--- config.mk ---
export PLATFORM = sky130hd
export DESIGN_NAME = key_debounce
export DESIGN_NICKNAME = d
export VERILOG_FILES = /design/src/rtl/key_debounce_pkg.sv /design/src/rtl/key_sync.sv /design/src/rtl/key_debounce.sv
export SDC_FILE = /design/constraint.sdc
export NUM_CORES = 1
export LEC_CHECK = 0
export CAP_MARGIN = 20
export CORE_MARGIN = 4
export CORE_UTILIZATION = 50
export DETAILED_ROUTE_END_ITERATION = 12
export GPL_TIMING_DRIVEN = 0
export HOLD_SLACK_MARGIN = 0.15
export PLACE_DENSITY = 0.69
export SLEW_MARGIN = 20
export SYNTH_ARGS = -nofsm -noshare
export SYNTH_HDL_FRONTEND = slang
export SYNTH_SLANG_ARGS = --single-unit
--- constraint.sdc ---
create_clock -name clk -period 2.1 [get_ports clk]
set_input_delay 0.42 -clock clk [delete_from_list [all_inputs] [get_ports clk]]
set_output_delay 0.42 -clock clk [all_outputs]
set_load 0.05 [all_outputs]
--- src/rtl/key_debounce_pkg.sv ---
// -----------------------------------------------------------------------------
// key_debounce_pkg
// Shared definitions for the push-button conditioner:
//   - key_state_e : 2-bit FSM state encoding (IDLE=0, PRESS_WAIT=1, DOWN=2,
//                   RELEASE_WAIT=3)
//   - default timing constants for a 50 MHz system clock
//   - cnt_width() : width of a counter that runs 0 .. terminal-1
// -----------------------------------------------------------------------------
package key_debounce_pkg;

   typedef enum logic [1:0] {
      ST_IDLE         = 2'd0,
      ST_PRESS_WAIT   = 2'd1,
      ST_DOWN         = 2'd2,
      ST_RELEASE_WAIT = 2'd3
   } key_state_e;

   // 20 ms debounce, 1 s long-press, 200 ms auto-repeat at 50 MHz
   localparam int unsigned KEY_DEBOUNCE_DEF = 1_000_000;
   localparam int unsigned KEY_LONG_DEF     = 50_000_000;
   localparam int unsigned KEY_REPEAT_DEF   = 10_000_000;

   // A counter that is cleared on reaching terminal-1 needs $clog2(terminal)
   // bits; keep at least one bit for degenerate terminals.
   function automatic int unsigned cnt_width(input int unsigned terminal);
      return (terminal < 2) ? 1 : $clog2(terminal);
   endfunction

endpackage

--- src/rtl/key_sync.sv ---
// -----------------------------------------------------------------------------
// key_sync
// Two-flop synchroniser bringing an asynchronous pin into the clk domain.
// Both flops reset to RESET_VAL so that the pin appears at a chosen level
// (normally "not pressed") straight out of reset.
//
// Ports:
//   clk     in  system clock
//   rst_n   in  asynchronous active-low reset
//   d_async in  asynchronous input pin
//   d_sync  out synchronised copy of d_async (two clk cycles of latency)
// -----------------------------------------------------------------------------
module key_sync #(
   parameter logic RESET_VAL = 1'b0
) (
   input  logic clk,
   input  logic rst_n,
   input  logic d_async,
   output logic d_sync
);

   logic meta_q, meta_d;
   logic sync_q, sync_d;

   always_comb begin
      meta_d = d_async;
      sync_d = meta_q;
   end

   always_ff @(posedge clk or negedge rst_n) begin
      if (!rst_n) begin
         meta_q <= RESET_VAL;
         sync_q <= RESET_VAL;
      end else begin
         meta_q <= meta_d;
         sync_q <= sync_d;
      end
   end

   assign d_sync = sync_q;

endmodule

--- src/rtl/key_debounce.sv ---
// -----------------------------------------------------------------------------
// key_debounce
// Conditions one mechanical push-button: synchronises the raw pin, debounces
// it and produces clean single-cycle events for press, release, long-press and
// auto-repeat, plus the debounced pressed level. One instance per key.
//
// Parameters:
//   DEBOUNCE_CYCLES  stable samples needed to accept a level change (>= 2)
//   LONG_CYCLES      DOWN-state cycles after key_press until key_long
//   REPEAT_CYCLES    DOWN-state cycles between key_repeat pulses (>= 2)
//   ACTIVE_LOW       1: the pin reads 0 while pressed
//
// Ports:
//   clk          in  system clock
//   rst_n        in  asynchronous active-low reset
//   key_raw      in  raw, bouncing, asynchronous pin
//   key_press    out one-cycle pulse on accepted press
//   key_release  out one-cycle pulse on accepted release
//   key_long     out one-cycle pulse after LONG_CYCLES of hold
//   key_repeat   out one-cycle pulse every REPEAT_CYCLES after key_long
//   key_level    out debounced pressed level
// -----------------------------------------------------------------------------
module key_debounce
   import key_debounce_pkg::*;
#(
   parameter int unsigned DEBOUNCE_CYCLES = KEY_DEBOUNCE_DEF,
   parameter int unsigned LONG_CYCLES     = KEY_LONG_DEF,
   parameter int unsigned REPEAT_CYCLES   = KEY_REPEAT_DEF,
   parameter int unsigned ACTIVE_LOW      = 1
) (
   input  logic clk,
   input  logic rst_n,
   input  logic key_raw,
   output logic key_press,
   output logic key_release,
   output logic key_long,
   output logic key_repeat,
   output logic key_level
);

   localparam int unsigned DCNT_W   = cnt_width(DEBOUNCE_CYCLES);
   localparam int unsigned HOLD_MAX = (LONG_CYCLES > REPEAT_CYCLES) ? LONG_CYCLES : REPEAT_CYCLES;
   localparam int unsigned HCNT_W   = cnt_width(HOLD_MAX);

   localparam logic [DCNT_W-1:0] DCNT_LAST   = DCNT_W'(DEBOUNCE_CYCLES - 1);
   localparam logic [HCNT_W-1:0] LONG_LAST   = HCNT_W'(LONG_CYCLES - 1);
   localparam logic [HCNT_W-1:0] REPEAT_LAST = HCNT_W'(REPEAT_CYCLES - 1);

   // Pin level while the key is not pressed; also the synchroniser reset value
   localparam logic PIN_IDLE = (ACTIVE_LOW != 0);

   logic key_sync_w;
   logic pressed;

   key_state_e        state_q, state_d;
   logic [DCNT_W-1:0] dcnt_q, dcnt_d;
   logic [HCNT_W-1:0] hcnt_q, hcnt_d;
   logic              long_q, long_d;
   logic              press_q, press_d;
   logic              release_q, release_d;
   logic              long_pulse_q, long_pulse_d;
   logic              repeat_q, repeat_d;
   logic              level_q, level_d;

   key_sync #(
      .RESET_VAL (PIN_IDLE)
   ) u_sync (
      .clk     (clk),
      .rst_n   (rst_n),
      .d_async (key_raw),
      .d_sync  (key_sync_w)
   );

   // Normalise polarity: 1 = pressed
   assign pressed = key_sync_w ^ PIN_IDLE;

   // State and output registers
   always_ff @(posedge clk or negedge rst_n) begin
      if (!rst_n) begin
         state_q      <= ST_IDLE;
         dcnt_q       <= '0;
         hcnt_q       <= '0;
         long_q       <= 1'b0;
         press_q      <= 1'b0;
         release_q    <= 1'b0;
         long_pulse_q <= 1'b0;
         repeat_q     <= 1'b0;
         level_q      <= 1'b0;
      end else begin
         state_q      <= state_d;
         dcnt_q       <= dcnt_d;
         hcnt_q       <= hcnt_d;
         long_q       <= long_d;
         press_q      <= press_d;
         release_q    <= release_d;
         long_pulse_q <= long_pulse_d;
         repeat_q     <= repeat_d;
         level_q      <= level_d;
      end
   end

   // Next-state logic
   always_comb begin
      state_d = state_q;
      case (state_q)
         ST_IDLE: begin
            if (pressed) state_d = ST_PRESS_WAIT;
         end
         ST_PRESS_WAIT: begin
            if (!pressed)                state_d = ST_IDLE;
            else if (dcnt_q == DCNT_LAST) state_d = ST_DOWN;
         end
         ST_DOWN: begin
            if (!pressed) state_d = ST_RELEASE_WAIT;
         end
         ST_RELEASE_WAIT: begin
            if (pressed)                 state_d = ST_DOWN;
            else if (dcnt_q == DCNT_LAST) state_d = ST_IDLE;
         end
         default: state_d = ST_IDLE;
      endcase
   end

   // Counters, long flag and event pulses
   always_comb begin
      dcnt_d       = dcnt_q;
      hcnt_d       = hcnt_q;
      long_d       = long_q;
      press_d      = 1'b0;
      release_d    = 1'b0;
      long_pulse_d = 1'b0;
      repeat_d     = 1'b0;
      // Level follows the accepted state, so it changes on the same edge as
      // the press/release pulse.
      level_d      = (state_d == ST_DOWN) || (state_d == ST_RELEASE_WAIT);

      case (state_q)
         ST_IDLE: begin
            dcnt_d = '0;
         end
         ST_PRESS_WAIT: begin
            if (!pressed) begin
               dcnt_d = '0;
            end else if (dcnt_q == DCNT_LAST) begin
               press_d = 1'b1;
               dcnt_d  = '0;
               hcnt_d  = '0;
               long_d  = 1'b0;
            end else begin
               dcnt_d = dcnt_q + DCNT_W'(1);
            end
         end
         ST_DOWN: begin
            if (!pressed) begin
               dcnt_d = '0;
            end else if (!long_q && (hcnt_q == LONG_LAST)) begin
               long_pulse_d = 1'b1;
               long_d       = 1'b1;
               hcnt_d       = '0;
            end else if (long_q && (hcnt_q == REPEAT_LAST)) begin
               repeat_d = 1'b1;
               hcnt_d   = '0;
            end else begin
               hcnt_d = hcnt_q + HCNT_W'(1);
            end
         end
         ST_RELEASE_WAIT: begin
            // A release bounce returns to DOWN with the hold count and long
            // flag untouched, so an absorbed bounce does not restart timing.
            if (pressed) begin
               dcnt_d = '0;
            end else if (dcnt_q == DCNT_LAST) begin
               release_d = 1'b1;
               dcnt_d    = '0;
            end else begin
               dcnt_d = dcnt_q + DCNT_W'(1);
            end
         end
         default: begin
            dcnt_d = '0;
         end
      endcase
   end

   assign key_press   = press_q;
   assign key_release = release_q;
   assign key_long    = long_pulse_q;
   assign key_repeat  = repeat_q;
   assign key_level   = level_q;

endmodule

Yosys cells after proc, flatten, opt, wreduce, memory -nomap -nowiden
Index checks and enable logic that the tools add are counted.
Widths: inputs -> output; s select.
- logic and storage cells: 69
- input bits: 3
- register bits after elaboration: 56
- equality and inequality tests: 13
- reduce and logical (&&, ||, !) cells: 8
- add/subtract/negate cells: 2
- multiplexer cells: 35
- operator list (cell ; number):
    $mux 26 ; 5
    $mux 20 ; 4
    $pmux 20 s4 ; 1
    $pmux 26 s2 ; 1
    $add 26x1->26 const B ; 1
    $eq 26x24->1 const B ; 1
    $eq 26x26->1 const B ; 1
    $add 20x1->20 const B ; 1
    $eq 20x20->1 const B ; 1
    $mux 1 ; 16
    $mux 2 ; 6
    $eq 2x2->1 const B ; 4
    $ne 2x2->1 const B ; 4
    $pmux 2 s4 ; 1
    $reduce_and 5->1 ; 1
    $reduce_and 4->1 ; 1
    $eq 2x1->1 const B ; 1
    $logic_and 1x1->1 ; 2
    $logic_not 2->1 ; 1
    $ne 2x1->1 const B ; 1
    $pmux 1 s2 ; 1
    $reduce_bool 2->1 ; 1
    $logic_not 1->1 ; 1
    $logic_or 1x1->1 ; 1

Logic depth before layout (Yosys ltp)
Gate-level depths: netlist of run 1.
- depth in word-level cells: 6
- gate-level depth with buffers: 7
- depth with buffers taken out: 6

Modules after synthesis
From an unflattened synthesis of run 1, not the netlist that was laid out.
- cells, all modules: 319
- area, all modules: 2982.9 µm²
- modules (own cells, without submodules) (module ; cells an instance ; area an instance (µm²) ; times used):
    key_debounce ; 317 ; 2930.3 ; 1
    key_sync ; 2 ; 52.6 ; 1

Worst setup path before layout of run 1
No wires, ideal clock.
- path type: register to register
- from: reg dcnt_q[8]
- to: reg dcnt_q[10]
- cell stages (with the launch flop): 7
- data arrival time: 1.923 ns
- data required time: 1.981 ns
- path slack: 0.059 ns
- library setup time: 0.119 ns
- path buffers: 1
- path through: dfrtp_1 > or4_4 > nor3_4 > nand2_2 > a211oi_4 > buf_6 > nor2_1
- word-level cells in the longest chain between the ends: 4
- ends and longest elaborated chain (item ; line ; RTL):
    start: declaration ; key_debounce.sv:56 ; logic [DCNT_W-1:0] dcnt_q, dcnt_d;
    start signal: assignment ; key_debounce.sv:91 ; dcnt_q <= dcnt_d;
    $add 20x1->20 or $eq 20x20->1 (tied branches) ; -- ;
    $mux 20 (*) ; key_debounce.sv:144, key_debounce.sv:172 ;
    $mux 20 (on tied branches) ; key_debounce.sv:170, key_debounce.sv:142 ;
    $pmux 20 s4 (*) ; key_debounce.sv:137 ; case (state_q)
Mark *: on every way between the ends. The rest lies on a longest branch, timed or not.
A chain may end at the register's enable or synchronous reset.

Final worst setup path of run 1
- from: reg hcnt_q[9]
- to: reg hcnt_q[7]
- word-level cells in the longest chain between the ends: 6
- ends and longest elaborated chain (item ; line ; RTL):
    start: declaration ; key_debounce.sv:57 ; logic [HCNT_W-1:0] hcnt_q, hcnt_d;
    start signal: assignment ; key_debounce.sv:92 ; hcnt_q <= hcnt_d;
    $eq 26x24->1 ; key_debounce.sv:160 ; end else if (long_q && (hcnt_q == REPEAT_LAST)) begin
    $logic_and 1x1->1 ; key_debounce.sv:160 ;
    $mux 26 ; key_debounce.sv:160 ;
    $mux 26 (*) ; key_debounce.sv:156 ; end else if (!long_q && (hcnt_q == LONG_LAST)) begin
    $mux 26 (*) ; key_debounce.sv:154 ; if (!pressed) begin
    $pmux 26 s2 (*) ; key_debounce.sv:137 ;
Mark *: on every way between the ends. The rest lies on a longest branch, timed or not. The select of a mux whose other input is x is not followed.

==> results.md, run 1 <==
* Status: finished, violations left
* Failing checks: setup timing
* All-Layer GR Usage at ~22%
* Clk Latency, worst-skew pair at roughly 0.32 ns
* Post-synthesis sequential area ratio at 44.3%
* Worst-Margin Slew at between 0.7 and 0.8 ns
* Fin cells at between 400 and 500
* Core area at between 6000 and 7000 um2
* Die Height at 87.6 um
* Worst setup EP type: flip-flop
* Syn nets at 356
* Largest area contributor in the netlist: dfrtp_1
* WL final at 8430 um
* Peak VDD IR at between 0.2 and 0.3 mV
* Worst-path cell chain: nand2b_4 > or4_4 > a2111o_1 > buf_6 > a32oi_1 > o21ai_1
* Initial antenna violation count at 0
* Min-Delay Path Class: input port to async pin
* Initial detailed-routing violation count at 221
* IO buf count at 7
* Post-synth ARST share at 100%
* Crit path DAT at 2.35 ns
* Main flop type after synthesis: dfrtp_1
* Leak at 1.58 nW
* R2R Path Start: hcnt_q[9]
* Worst rel slew slack at 52.8%
* Num rows at 28
* Hold Fails Final Rpt at 0
* Register Area at between 1000 and 1500 um2
* GPL Wtd Cong at approximately 0.86
* Post-synth top cells: dfrtp_1, nand2_1, nor2_1
* Num CTS Buffers at 5
* Crit Path Category: flip-flop to flip-flop
* Post-DP HPWL at 5210 um
* Worst R2R Path Depth at 6
* Flop-to-flop setup slack at -0.05 ns
* Design Power at 1.90 mW
* Synth cell types at 64
* Layout cells sized above 1 at 27.7%
* Avg Inst Size Synth at 9.03 um2
* Vias per cell at 6.09
* Full die area at between 7000 and 8000 um2
* Comb pwr share at around 3.0%
* Crit Path Max Fanout at 5
* Post-synth EDFFs at 0
* Multi-input logic area at 1870 um2
* Clock Sinks at 56
* Placed cell count at 433
* Pwr/cell area at between 400 and 500 nW/um2
* Sw power at 0.410 mW
* Antenna diode count at 0
* Detailed-route via count at 2875
* FF-to-FF End: hcnt_q[7]
* Die Width at ~90 um
* # DRC at 0
* Hold Worst Slack at 0.154 ns
* Sequential share of power at 57.3%
* Routed Antenna Nets at 0
* Drt pass-1 iters at 4
* CP Launch Type: flip-flop
* Top-count cell post-synth: dfrtp_1
* YS warnings at 0
* CTS max path bufs at 2
* Clk_skew at 0.00991 ns
* CP max stage delay at between 0.5 and 0.6 ns
* Vias in the first global route at 2777
* I/O pins at 8
* Fmax at 464 MHz
* Top cell family by delay on the critical path: compound AO/OA/AOI/OAI gates
* Period utilisation layout at 103%
* Max-cap violation count at 0
* Synth top area cells: dfrtp_1, nand2_1, nor2_1, nand3_1, xnor2_1
* Worst path bufs/invs at 1
* CP max-delay cell: or4_4
* CTS root buffer: clkbuf_8
* Clk pwr share at between 30% and 40%
* Final setup fails at 6
* Final #Nets at 401
* Initial core utilization at 52.6%
* CTS tree: built
* CP required at 2.30 ns
* Mapped Cells at 351
* Cell depth of the worst setup path at 6
* Area added between synthesis and finish at 25.6%
* Final min period at 2.15 ns
* Wire per inst at 17.9 um
* Slew Viols, Final at 0
* First-pass GRT wire length at 13700 um
* Total internal power at roughly 1.5 mW
* H-tree depth at 2
* Post-synth top area share at 42.6%
* Fin Setup TNS at -0.118 ns
* Total gr overflow at 0
* Syn Std Cell Area at 3170 um2
* # fillers at 470
* Sw Share at 21.5%
* Largest net degree at the start of global routing at 57
* Unrepaired setup endpoints after global routing: true
* Final worst slack at -0.0550 ns
* Clk slew on worst S/H paths at 0.11 ns
* FF+latch count, synth at 56
worst reg2reg max path, stage by stage, from the launching register on:
cell	delay, ns
dfrtp_2	0.44
nand2b_4	0.14
or4_4	0.53
a2111o_1	0.49
buf_6	0.18
a32oi_1	0.18
o21ai_1	0.08
state kept, by name (all words and copies together) (netlist names):
| register | flops |
|---|---|
| u_sync.d_sync | 1 |
| hcnt_q | 26 |
| long_q | 1 |
| key_repeat | 1 |
| u_sync.meta_q | 1 |
| key_long | 1 |
| key_release | 1 |
| dcnt_q | 20 |
| state_q | 2 |
| key_press | 1 |
| key_level | 1 |
repair_timing:
item	4_1_cts	5_1_grt
hold buffers	0	0
pin swaps	13	18
resized for setup	43	40
setup buffers	11	17
endpoints found under the setup margin	51	48
cloned	3	2
cell families (layout without fill, tap and decap cells):
logic type / Yosys count / in the layout / share of synthesized area (%)
xor gates and xnor gates: 19 / 19 / 5.25
AOI/OAI and AO/OA: 58 / 58 / 12.6
buffers and inverters: 21 / 67 / 3.28
adders and majority gates: 2 / 2 / 0.789
DFF: 56 / 56 / 44.3
muxes: 2 / 2 / 0.632
and+or+nand+nor: 193 / 193 / 33.2
layout by cell type (no fill, tap or decap), types with 7 or more instances in the layout:
master,count
nor2_1,34
buf_6,11
a21oi_2,8
nor3_1,15
dfrtp_1,44
nand4_1,15
inv_1,8
xor2_1,7
dfrtp_2,10
nand2_1,44
buf_4,27
nand3_1,22
xnor2_1,12
power groups by stage:
stage | logic [mW] | clock network (mW) | registers, mW
floorplan | 0.0209 | 0 | 1.11
CTS | 0.0590 | 0.772 | 1.09
global route | 0.0656 | 0.800 | 1.09
finish | 0.0572 | 0.755 | 1.09
global placement | 0.0516 | 0 | 1.11
detailed placement | 0.0519 | 0 | 1.11
cell type report:
class	count	area share [%]
Buffer	11	2.45
Clock buffer	6	2.07
Clock inverter	2	0.975
Inverter	8	0.754
Multi-Input combinational cell	274	46.9
Sequential cell	56	35.6
Tap cell	75	2.36
Timing Repair Buffer	40	8.93
per-layer routing:
metal  track usage [%]  wire length (um)  vias to the layer above
met5                 0                 0                        -
met4              6.69               190                        0
met3              2.73               371                       17
met2              35.3              3870                       73
met1              32.7              3990                     1412
li1                  -                 -                     1373
worst max-delay path by stage:
stage	from	to	slack (ns)
6_report	hcnt_q[9]	hcnt_q[7]	-0.05
5_1_grt	dcnt_q[11]	hcnt_q[6]	-0.15
4_1_cts	dcnt_q[10]	hcnt_q[6]	-0.05
3_5_place_dp	dcnt_q[10]	hcnt_q[6]	-0.32
3_3_place_gp	rst_n	hcnt_q[4]	-1.12
2_1_floorplan	dcnt_q[8]	dcnt_q[10]	0.06
stage by stage:
| stage | utilization [%] | area [um2] | worst slack, ns |
|---|---|---|---|
| 6_report | 66.1 | 3980 | -0.0550 |
| 5_1_grt | 66.1 | 3980 | -0.154 |
| 3_3_place_gp | 55.3 | 3330 | -1.12 |
| 2_1_floorplan | - | 3170 | 0.0585 |
| 3_5_place_dp | 55.3 | 3330 | -0.318 |
| 4_1_cts | 61.0 | 3680 | -0.0497 |
No activity file was read; power rests on OpenSTA's default activity.
==> run 2, diff against run 1 <==
--- a/config.mk
+++ b/config.mk
@@ -6,7 +6,6 @@
 export NUM_CORES = 1
 export LEC_CHECK = 0
 export CAP_MARGIN = 20
-export CORE_MARGIN = 4
 export CORE_UTILIZATION = 50
 export DETAILED_ROUTE_END_ITERATION = 12
 export GPL_TIMING_DRIVEN = 0
==> constraint.sdc (replaced) <==
create_clock -name clk -period 2.1 [get_ports clk]
set_input_delay 0.315 -clock clk [delete_from_list [all_inputs] [get_ports clk]]
set_output_delay 0.315 -clock clk [all_outputs]
set_load 0.05 [all_outputs]
==> run 2 against run 1 <==
  * The flow still finishes with violations (setup timing)
  * Register-to-register slack is essentially flat
  * Via count grew 2.2%
  * Flip-flop and latch count did not move
  * Critical endpoint is now dcnt_q[17]
  * Total power is 0.54% lower
  * Critical path depth up 2
  * Critical path type unchanged
  * Clock power is 2% lower
  * Largest power group unchanged
  * Non-clock buffer count did not move
  * Clock skew is essentially flat
  * Core utilization down 1.2 points
  * Die area shrank 13%
  * Clock-buffer cell count down 1
  * Design area is 1.8% lower
==> results.md, run 2 (synthesis gave the netlist of run 1 again) <==
* Period utilisation layout at 103% (+0.42 points)
* Fmax at 462 MHz (-0.40%)
* Design Power at 1.89 mW (-0.54%)
* Worst setup EP type: flip-flop
* All-Layer GR Usage at 25.8% (+3.3 points)
* Largest net degree at the start of global routing at 57 (unchanged)
* Vias in the first global route at 2606 (-6.2%)
* Wire per inst at 17.7 um (-0.82%)
* Core area at 6030 um2 (unchanged)
* CP required at 2.32 ns (+0.02 ns)
* I/O pins at 8 (unchanged)
* Worst rel slew slack at 51.9% (-0.91 points)
* Failing checks: setup timing
* Peak VDD IR at 0.296 mV (+14%)
* Worst R2R Path Depth at 8 (+2)
* Vias per cell at 6.23 (+2.2%)
* Detailed-route via count at 2939 (+2.2%)
* GPL Wtd Cong at 0.851 (-0.55%)
* Pwr/cell area at 485 nW/um2 (+1.3%)
* Full die area at 6660 um2 (-13%)
* CTS max path bufs at 2 (unchanged)
* # fillers at 505 (+7.4%)
* H-tree depth at 2 (unchanged)
* Largest register FFs at 26 (unchanged)
* R2R Path Start: dcnt_q[6]
* Min-Delay Path Depth at 0
* Initial antenna violation count at 0 (unchanged)
* Min-Delay Path Class: flip-flop to flip-flop
* Hold Path End: u_sync.d_sync
* Final #Nets at 401 (unchanged)
* Slew Viols, Final at 0 (unchanged)
* Post-DP HPWL at 5110 um (-1.9%)
* CTS tree: built
* Clk_skew at 0.00973 ns (-0.000180 ns)
* Hold path start: u_sync.meta_q
* Clock Sinks at 56 (unchanged)
* First-pass GRT wire length at 13000 um (-5.2%)
* FF-to-FF End: dcnt_q[17]
* Fin Setup TNS at -0.791 ns (-0.673 ns)
* Num rows at 28 (unchanged)
* Unrepaired setup endpoints after global routing: true
* Drt pass-1 iters at 5 (+1)
* Leak at 1.53 nW (-2.7%)
* Area added between synthesis and finish at 23.3%
* CP Launch Type: flip-flop
* Hold Worst Slack at 0.362 ns (+0.208 ns)
* Num CTS Buffers at 5 (unchanged)
* Post-Place Setup Slack at -0.327 ns (-0.00980 ns)
* CTS root buffer: clkbuf_8
* Hold Fails Final Rpt at 0 (unchanged)
* Initial core utilization at 52.6% (unchanged)
* WL final at 8360 um (-0.82%)
* Clk Latency, worst-skew pair at 0.32 ns (about the same)
* Reg with most FFs: hcnt_q
* Flop-to-flop setup slack at -0.06 ns (about the same)
* Total gr overflow at 0 (unchanged)
* Final setup fails at 21 (+15)
* IO buf count at 7 (unchanged)
* Routed Antenna Nets at 0 (unchanged)
* Status: finished, violations left
* Final worst slack at -0.0637 ns (-0.00874 ns)
* Crit Path Max Fanout at 5 (unchanged)
* Clk slew on worst S/H paths at 0.11 ns (about the same)
* Initial detailed-routing violation count at 267 (+21%)
* Placed cell count at 433 (unchanged)
* Fin cells at 472 (unchanged)
* Die Width at 81.6 um (-6.8%)
* Max-cap violation count at 0 (unchanged)
* Worst setup path start: dcnt_q[6]
* Commonest non-fill, non-tap cell in the layout: dfrtp_1
* Die Height at 81.6 um (-6.8%)
* Worst-Margin Slew at 0.722 ns (+0.0136 ns)
* # DRC at 0 (unchanged)
* Layout cells sized above 1 at 24.9% (-2.8 points)
* Most frequent cells in the layout: dfrtp_1, nand2_1, nor2_1
* Crit Path Category: flip-flop to flip-flop
* Crit path DAT at 2.38 ns (+0.03 ns)
* Antenna diode count at 0 (unchanged)
* Top Registers: hcnt_q (26), dcnt_q (20), state_q (2)
* Final min period at 2.16 ns (+0.00874 ns)
run 2: cell types whose count changed in the layout (fill, tap and decap cells not counted), sizes merged:
cell,before,now
dlygate4sd3,0,1
clkinvlp,0,1
inv,8,9
clkbuf,11,9
clkinv,1,0
run 2: routing by layer:
| metal | vias up | track usage [%] | routed length [um] |
|---|---|---|---|
| met3 | 25 | 4.56 | 525 |
| li1 | 1370 | - | - |
| met4 | 0 | 8.42 | 180 |
| met2 | 111 | 40.1 | 3800 |
| met1 | 1433 | 36.4 | 3860 |
| met5 | - | 0 | 0 |
run 2: worst max-delay path by stage:
stage / to / cells past startpoint
3_5_place_dp: hcnt_q[6] / 5
3_3_place_gp: hcnt_q[4] / 1
4_1_cts: hcnt_q[6] / 5
6_report: dcnt_q[17] / 8
2_1_floorplan: dcnt_q[10] / 6
5_1_grt: dcnt_q[17] / 8
run 2: what timing repair did:
item                       4_1_cts  5_1_grt
pin swaps                        7       12
hold buffers                     1        0
gates resized for setup         19       51
gates cloned                     0        3
setup endpoints to repair       51       45
buffers inserted                17       13
hold endpoints to repair        54        0
run 2: where the power goes:
group          switching [mW]  internal [mW]  leakage, nW  total, mW
sequential            0.00596           1.08        0.759       1.09
clock                   0.379          0.360       0.0548      0.739
combinational          0.0411         0.0240        0.719     0.0651
run 2: area by class of cell:
type | instances | area, um2 | share of cell area [%]
buffer | 11 | 97.6 | 2.50
inverter | 8 | 30.0 | 0.768
tap | 75 | 93.8 | 2.40
timing repair buffer | 40 | 350 | 8.96
clock buffer | 5 | 68.8 | 1.76
sequential | 56 | 1410 | 36.2
multi-input combinational | 274 | 1810 | 46.3
clock inverter | 3 | 46.3 | 1.18
run 2: through the flow:
| stage | util, % | cell area [um2] |
|---|---|---|
| floorplan | - | 3170 |
| global placement | 55.3 | 3330 |
| detailed placement | 55.3 | 3330 |
| CTS | 60.7 | 3660 |
| global route | 64.9 | 3910 |
| finish | 64.9 | 3910 |
run 2: worst max-delay path, cell delays in order (launching register included):
cell	delay, ns
dfrtp_2	0.46
or4b_4	0.55
nor3_4	0.28
buf_6	0.15
a21oi_4	0.05
a211oi_4	0.23
buf_6	0.16
buf_6	0.13
nor2_1	0.05
